**config.mk**
```make
export PLATFORM = sky130hd
export DESIGN_NAME = decoder_select_arbiter
export DESIGN_NICKNAME = d
export VERILOG_FILES = /design/src/rtl/dec_pkg.sv /design/src/rtl/rr_priority_pick.sv /design/src/rtl/decoder_select_arbiter.sv
export SDC_FILE = /design/constraint.sdc
export NUM_CORES = 1
export LEC_CHECK = 0
export CAP_MARGIN = 30
export CORE_MARGIN = 1.5
export CORE_UTILIZATION = 40
export DETAILED_ROUTE_END_ITERATION = 6
export DONT_BUFFER_PORTS = 1
export HOLD_SLACK_MARGIN = 0.1
export SYNTH_ARGS = -nofsm -noshare
export SYNTH_HDL_FRONTEND = slang
export SYNTH_SLANG_ARGS = --single-unit
export TNS_END_PERCENT = 5
```
**constraint.sdc**
```tcl
create_clock -name clk -period 1.9 [get_ports clk]
set_input_delay 0.285 -clock clk [delete_from_list [all_inputs] [get_ports clk]]
set_output_delay 0.285 -clock clk [all_outputs]
set_load 0.1 [all_outputs]
```
**src/rtl/dec_pkg.sv**
```systemverilog
// Shared types and constants for the decoder select arbiter.
// Only the state encodings and decoder geometry live here.
package dec_pkg;

  localparam int unsigned DEC_ADDR_W = 2;
  localparam int unsigned DEC_LINES  = 4;

  typedef enum logic [1:0] {
    StIdle  = 2'd0,
    StSetup = 2'd1,
    StGrant = 2'd2,
    StGap   = 2'd3
  } dec_state_e;

endpackage

```
**src/rtl/rr_priority_pick.sv**
```systemverilog
// Combinational round-robin pick: first set request after the last granted line.
// Purely combinational; all registering happens in the arbiter.
module rr_priority_pick
  import dec_pkg::*;
(
  input  logic [DEC_LINES-1:0]  req_i,
  input  logic [DEC_ADDR_W-1:0] last_i,
  output logic [DEC_ADDR_W-1:0] sel_o,
  output logic                  any_req_o
);

  always_comb begin
    logic [DEC_ADDR_W-1:0] idx;
    idx       = '0;
    sel_o     = '0;
    any_req_o = |req_i;
    // Scan from lowest to highest priority so the nearest requester after last_i wins.
    for (int k = DEC_LINES; k >= 1; k--) begin
      idx = last_i + DEC_ADDR_W'(k);
      if (req_i[idx]) begin
        sel_o = idx;
      end
    end
  end

endmodule

```
**src/rtl/decoder_select_arbiter.sv**
```systemverilog
// Round-robin arbiter driving a 2-to-4 select decoder. Address is set up one cycle before
// enable rises and held through a dead-time gap, so the decoder never glitches.
module decoder_select_arbiter
  import dec_pkg::*;
#(
  parameter int unsigned HOLD_MAX   = 8,
  parameter int unsigned GAP_CYCLES = 1,
  parameter int unsigned CNT_W      = 4
) (
  input  logic                 clk,
  input  logic                 reset_n,
  input  logic [DEC_LINES-1:0] req,
  output logic                 address0,
  output logic                 address1,
  output logic                 enable,
  output logic                 busy
);

  localparam logic [CNT_W-1:0] HoldMax = CNT_W'(HOLD_MAX);
  localparam logic [CNT_W-1:0] GapMax  = CNT_W'(GAP_CYCLES);

  dec_state_e            state_q, state_d;
  logic [DEC_ADDR_W-1:0] addr_q, addr_d;
  logic [DEC_ADDR_W-1:0] last_q, last_d;
  logic [CNT_W-1:0]      hold_q, hold_d;
  logic [CNT_W-1:0]      gap_q, gap_d;
  logic                  enable_q, enable_d;
  logic                  busy_q, busy_d;

  logic [DEC_ADDR_W-1:0] pick_sel;
  logic                  pick_any;

  rr_priority_pick u_pick (
    .req_i     (req),
    .last_i    (last_q),
    .sel_o     (pick_sel),
    .any_req_o (pick_any)
  );

  always_comb begin
    state_d  = state_q;
    addr_d   = addr_q;
    last_d   = last_q;
    hold_d   = hold_q;
    gap_d    = gap_q;
    enable_d = enable_q;
    unique case (state_q)
      StIdle: begin
        if (pick_any) begin
          addr_d  = pick_sel;
          state_d = StSetup;
        end
      end
      StSetup: begin
        // A request withdrawn during setup aborts without touching the pointer.
        if (req[addr_q]) begin
          state_d  = StGrant;
          enable_d = 1'b1;
          last_d   = addr_q;
          hold_d   = CNT_W'(1);
        end else begin
          state_d = StIdle;
        end
      end
      StGrant: begin
        if (!req[addr_q] || (hold_q == HoldMax)) begin
          enable_d = 1'b0;
          hold_d   = '0;
          if (GAP_CYCLES == 0) begin
            state_d = StIdle;
          end else begin
            state_d = StGap;
            gap_d   = CNT_W'(1);
          end
        end else begin
          hold_d = hold_q + CNT_W'(1);
        end
      end
      StGap: begin
        if (gap_q >= GapMax) begin
          state_d = StIdle;
          gap_d   = '0;
        end else begin
          gap_d = gap_q + CNT_W'(1);
        end
      end
      default: begin
        state_d  = StIdle;
        enable_d = 1'b0;
      end
    endcase
    busy_d = (state_d != StIdle);
  end

  always_ff @(posedge clk or negedge reset_n) begin
    if (!reset_n) begin
      state_q  <= StIdle;
      addr_q   <= '0;
      last_q   <= DEC_ADDR_W'(DEC_LINES - 1);
      hold_q   <= '0;
      gap_q    <= '0;
      enable_q <= 1'b0;
      busy_q   <= 1'b0;
    end else begin
      state_q  <= state_d;
      addr_q   <= addr_d;
      last_q   <= last_d;
      hold_q   <= hold_d;
      gap_q    <= gap_d;
      enable_q <= enable_d;
      busy_q   <= busy_d;
    end
  end

  assign address0 = addr_q[0];
  assign address1 = addr_q[1];
  assign enable   = enable_q;
  assign busy     = busy_q;

endmodule
```
Yosys cells after proc, flatten, opt, wreduce, memory -nomap -nowiden
Index checks and enable logic that the tools add are counted.

Bits in latches: 0. RAM bits: 0. ROM bits: 0. Bits in registers: 16. Output and inout bits: 4. Memories kept: 0. Input bits: 6. Logic and storage cells: 64.

Equality and inequality tests: 6. Muxes and demuxes: 28. Shifts and indexed selects: 0. $mul: 0. Add/subtract/negate cells: 5. Bitwise logic cells: 0. $lt $le $gt $ge: 6. Divide/modulo/power cells: 0. Reductions and logical operators: 12.

Operators with widths (number): 2-bit 2-to-1 mux (8); 4-bit 2-to-1 mux (4); 4-bit one-hot mux with 2 select lines (2); 2-bit by 3-bit < comparator with 1-bit output, second input constant (5); 1-bit binary-select mux with 2-bit select (5); 4-bit by 1-bit adder with 4-bit output, second input constant (2); 2-bit one-hot mux with 4 select lines (1); 2-bit AND reduction (4); 1-bit 2-to-1 mux (7); 2-bit nonzero test (3); 2-bit adder, second input constant (2); 2-bit == test, second input constant (2); 4-bit == test, second input constant (1); 4-bit by 1-bit >= comparator with 1-bit output, second input constant (1); 2-bit inequality test, second input constant (2); 4-bit OR reduction (1); 3-bit AND reduction (1); 2-bit by 1-bit adder with 2-bit output, second input constant (1); 2-bit by 1-bit == test with 1-bit output, second input constant (1); 2-bit logical NOT (1); 1-bit one-hot mux with 2 select lines (1); 1-bit logical NOT (1); 1-bit logical OR (1).

Longest topological paths before layout
Depth after elaboration: 7. Mapped depth: 6.

Modules after synthesis
Synthesis repeated with hierarchy kept, for this count alone.

Cell total of the unflattened synthesis: 93. Area, all modules: 983.4 um^2.

By module, submodules not included: decoder_select_arbiter (times used 1, cells each 79, area each 892.1 um^2); rr_priority_pick (times used 1, cells each 14, area each 91.3 um^2).

Least setup slack after synthesis
No wires, ideal clock.

Kind: register to register. From: register addr_q[0]. To: register last_q[1]. Path slack: -269 ps. Clock period less this slack: 2169 ps. Required time: 1817 ps. Path buffers: 0. Library setup time: 83 ps. Stages on the path, launching flop included: 4. Arrival time: 2086 ps. Path through: dfrtp_1 mux4_2 nand2_4 mux2_2.

Longest elaborated chain between the ends: 3.

Ends and longest elaborated chain: start, declared (line decoder_select_arbiter.sv:23) `logic [DEC_ADDR_W-1:0] addr_q, addr_d;`; start signal, assigned (line decoder_select_arbiter.sv:106) `addr_q <= addr_d;`; 1-bit binary-select mux with 2-bit select (line decoder_select_arbiter.sv:56) `if (req[addr_q]) begin`; 1-bit 2-to-1 mux (not written as such) (line decoder_select_arbiter.sv:56); 2-bit AND reduction (no line); end signal, assigned (line decoder_select_arbiter.sv:99) `last_q <= DEC_ADDR_W'(DEC_LINES - 1);`; end signal, assigned (line decoder_select_arbiter.sv:107) `last_q <= last_d;`; end, declared (line decoder_select_arbiter.sv:24) `logic [DEC_ADDR_W-1:0] last_q, last_d;`.

Every way passes these cells. The select of a mux whose other input is x is not followed. A chain may end at the register's enable or synchronous reset.

Worst setup path after layout
From: register gap_q[1]. To: register gap_q[0].

Longest elaborated chain between the ends: 3.

Ends and longest elaborated chain: start, declared (line decoder_select_arbiter.sv:26) `logic [CNT_W-1:0] gap_q, gap_d;`; start signal, assigned (line decoder_select_arbiter.sv:109) `gap_q <= gap_d;`; 4-bit by 1-bit >= comparator with 1-bit output (line decoder_select_arbiter.sv:80) `if (gap_q >= GapMax) begin`; 4-bit 2-to-1 mux (line decoder_select_arbiter.sv:80); 4-bit one-hot mux with 2 select lines (line decoder_select_arbiter.sv:47) `unique case (state_q)`.

Every way passes these cells.

==> results.json <==
{
  "synth_top_family_by_area": "compound AO/OA/AOI/OAI gates",
  "cts_buffers": 3,
  "power_density_nw_per_um2": 1869,
  "yosysWarnings": 0,
  "setup_tns_ps": 0,
  "clk_latency_ps": 290,
  "period_needed_ps": 1688,
  "grt_pass1_wl_mm": 2.980,
  "setup_viol": 0,
  "diodes": 0,
  "hp-class": "input pin to flop",
  "period_share": 0.8884,
  "worstPathMaxFanout": 3,
  "worstSetupPathType": "flop to flop",
  "synth_cells": 88,
  "wirelength_mm": 1.674,
  "grt_use_total": 0.1558,
  "row_count": 17,
  "die_w_um": 51.08,
  "viasPerCell": 5.504,
  "synth-seq-cells": 16,
  "critical_path.max_stage_delay_ps": 560,
  "finalHoldViolations": 0,
  "dieArea_um2": 2609,
  "avgSynthCellArea_um2": 10.51,
  "worstPathRequired_ps": 2100,
  "maxCapViolations": 0,
  "worstPathArrival_ps": 1880,
  "crit_path_end_kind": "flop",
  "finalPower_mw": 1.906,
  "firstDrtPassIters": 4,
  "tritoncts": "yes",
  "drc": 0,
  "skew_ps": 10.72,
  "fmax_mhz": 592.4,
  "drt-initial-drc-count": 12,
  "dp_hpwl_mm": 1.234,
  "overflow": 0,
  "synth-simple-area-share": 0.1813,
  "grt_max_degree": 17,
  "ir_worst_vdd_mv": 1.026,
  "vias": 677,
  "netlist_area_um2": 924.6,
  "finalInstanceArea_um2": 1020,
  "status": "finished clean",
  "tightest_slew_ps": 712.9,
  "muxShareOfSynthArea": 0.04871,
  "place_congestion": 0.9047,
  "initial_utilization": 0.4220,
  "placed_area_um2": 973.4,
  "portBuffers": 0,
  "core_um2": 2191,
  "synthAdderAreaFrac": 0.06766,
  "slew-limit-headroom": 0.5231,
  "finalNetCount": 107,
  "syn_to_final_growth_pct": 10.28,
  "synth_compound_area_frac": 0.2003,
  "start_kind": "flop",
  "clk_path_buf_depth": 2,
  "ctsResizeCount": 0,
  "slew_viol_final": 0,
  "cts_root_buf": "clkbuf_4",
  "synth_nets": 99,
  "die_y_um": 51.08,
  "cts.sinks": 16,
  "p_leak_nw": 0.4646,
  "drive_above_1_share": 0.2211,
  "clk_pin_slew_ps": 90,
  "synth_xor_area_frac": 0.009472,
  "ios": 10,
  "htree_levels": 1,
  "yosysSeqAreaShare": 0.4357,
  "antenna_found_initial": 0,
  "cpMaxStageDelayCell": "or4b_1",
  "wl_per_cell_um": 13.61,
  "ys_types": 38,
  "rsz0062_at_grt": "false",
  "grt_pass1_vias": 682,
  "cp_cell_sequence": "inv_1 > ha_1 > or4b_1 > mux2_2 > a22oi_1",
  "antenna_left": 0
}
## worst max-delay path, delay by kind of cell (launching register included)
| family | cells | cell delay, ps |
|---|---|---|
| buf+inv | 1 | 60 |
| fa+ha+maj | 1 | 170 |
| compound gates | 1 | 150 |
| simple gates | 1 | 560 |
| flops | 1 | 370 |
| mux | 1 | 290 |
## synth_stat cells, drive strengths merged
| cell | n | area, µm² |
|---|---|---|
| dfrtp | 14 | 350.3 |
| nand2 | 11 | 56.30 |
| inv | 9 | 33.78 |
| ha | 5 | 62.56 |
| o21ai | 5 | 36.29 |
| nand3 | 4 | 20.02 |
| nor2 | 4 | 15.01 |
| a21oi | 2 | 10.01 |
| a221oi | 2 | 17.52 |
| a22o | 2 | 17.52 |
| buf | 2 | 18.77 |
| dfstp | 2 | 52.55 |
| mux2 | 2 | 22.52 |
| nor2b | 2 | 12.51 |
| nor3 | 2 | 10.01 |
| a211o | 1 | 8.760 |
| a211oi | 1 | 7.510 |
| a21boi | 1 | 7.510 |
| a22oi | 1 | 7.510 |
| a31o | 1 | 8.760 |
| a32o | 1 | 10.01 |
| a32oi | 1 | 8.760 |
| and2 | 1 | 7.510 |
| mux4 | 1 | 22.52 |
| nand2b | 1 | 6.260 |
| nand3b | 1 | 7.510 |
| nor4b | 1 | 15.01 |
| o211a | 1 | 10.01 |
| o211ai | 1 | 12.51 |
| o22ai | 1 | 6.260 |
| o31ai | 1 | 7.510 |
| o41ai | 1 | 8.760 |
| or2b | 1 | 7.510 |
| or4b | 1 | 10.01 |
| xor2 | 1 | 8.760 |
## through the flow
stage          worst slack, ps  hold slack (ps)  instances  utilization
2_1_floorplan            29.58           -10.59         88            -
3_3_place_gp             284.4           -10.26        118       0.4443
3_5_place_dp             207.8           -10.25        118       0.4443
4_1_cts                  184.5            160.4        123       0.4654
5_1_grt                  105.4            184.6        123       0.4654
6_report                 212.1            171.9        123       0.4654
## metal layers
layer | global-route usage | part of all wire | up-vias
met5 | 0 | 0 | -
met4 | 0.06306 | 0.0096 | 0
met3 | 0.05263 | 0.033 | 2
met2 | 0.2424 | 0.47 | 10
met1 | 0.1974 | 0.49 | 337
li1 | - | - | 328
## repair_timing
| action | 4_1_cts | 5_1_grt |
|---|---|---|
| hold buffers | 1 | 0 |
| setup buffers | 0 | 0 |
| endpoints found under the hold margin | 16 | 0 |
## final cells by class
| type | instances | area (µm²) |
|---|---|---|
| clock buffers | 4 | 36.28 |
| fillers | 205 | 1171 |
| inverters | 9 | 33.78 |
| multi-input cells | 61 | 469.2 |
| flip-flops and latches | 16 | 405.4 |
| well taps | 28 | 35.03 |
| repair buffers | 5 | 40.04 |
## power by group
part / internal [mW] / switching [mW]
Sequential: 0.495 / 0.165
Clock: 0.117 / 0.111
Combinational: 0.333 / 0.686
## cell usage in the layout, fill, tap and decap left out, types with 3 or more instances in the layout
cell type,instances
inv_1,9
nor2_1,4
nand2_1,9
dfrtp_1,12
buf_4,4
clkbuf_4,3
ha_1,5
nand3_1,4
o21ai_0,4
## flip-flops by register name, indices dropped and copies added, names as in the netlist
signal and cells:
hold_q 4, gap_q 4, busy 1, enable 1, last_q 2, state_q 2
addr_q 2
## kinds of logic (layout without fill, tap and decap cells)
group | count (synthesis) | after routing
AO/OA/AOI/OAI | 23 | 23
XOR/XNOR | 1 | 1
adder cells (fa/ha/maj) | 5 | 5
buffers and inverters | 11 | 18
flip-flops | 16 | 16
multiplexers | 3 | 3
AND/OR/NAND/NOR | 29 | 29
## worst paths after layout
kind                                 startpoint  cells past startpoint                     to  slack, ps
min reg2reg                gap_q[2]$_DFFE_PN0P_                      1   gap_q[2]$_DFFE_PN0P_        520
max                        gap_q[1]$_DFFE_PN0P_                      5   gap_q[0]$_DFFE_PN0P_        210
max reg2reg                gap_q[1]$_DFFE_PN0P_                      5   gap_q[0]$_DFFE_PN0P_        210
min in group asynchronous               reset_n                      1  hold_q[1]$_DFFE_PN0P_        470
max in group asynchronous               reset_n                      1  addr_q[1]$_DFFE_PN0P_        920
min                                      req[3]                      2  addr_q[1]$_DFFE_PN0P_        170
Note: power is estimated with default switching activity, not from simulation.
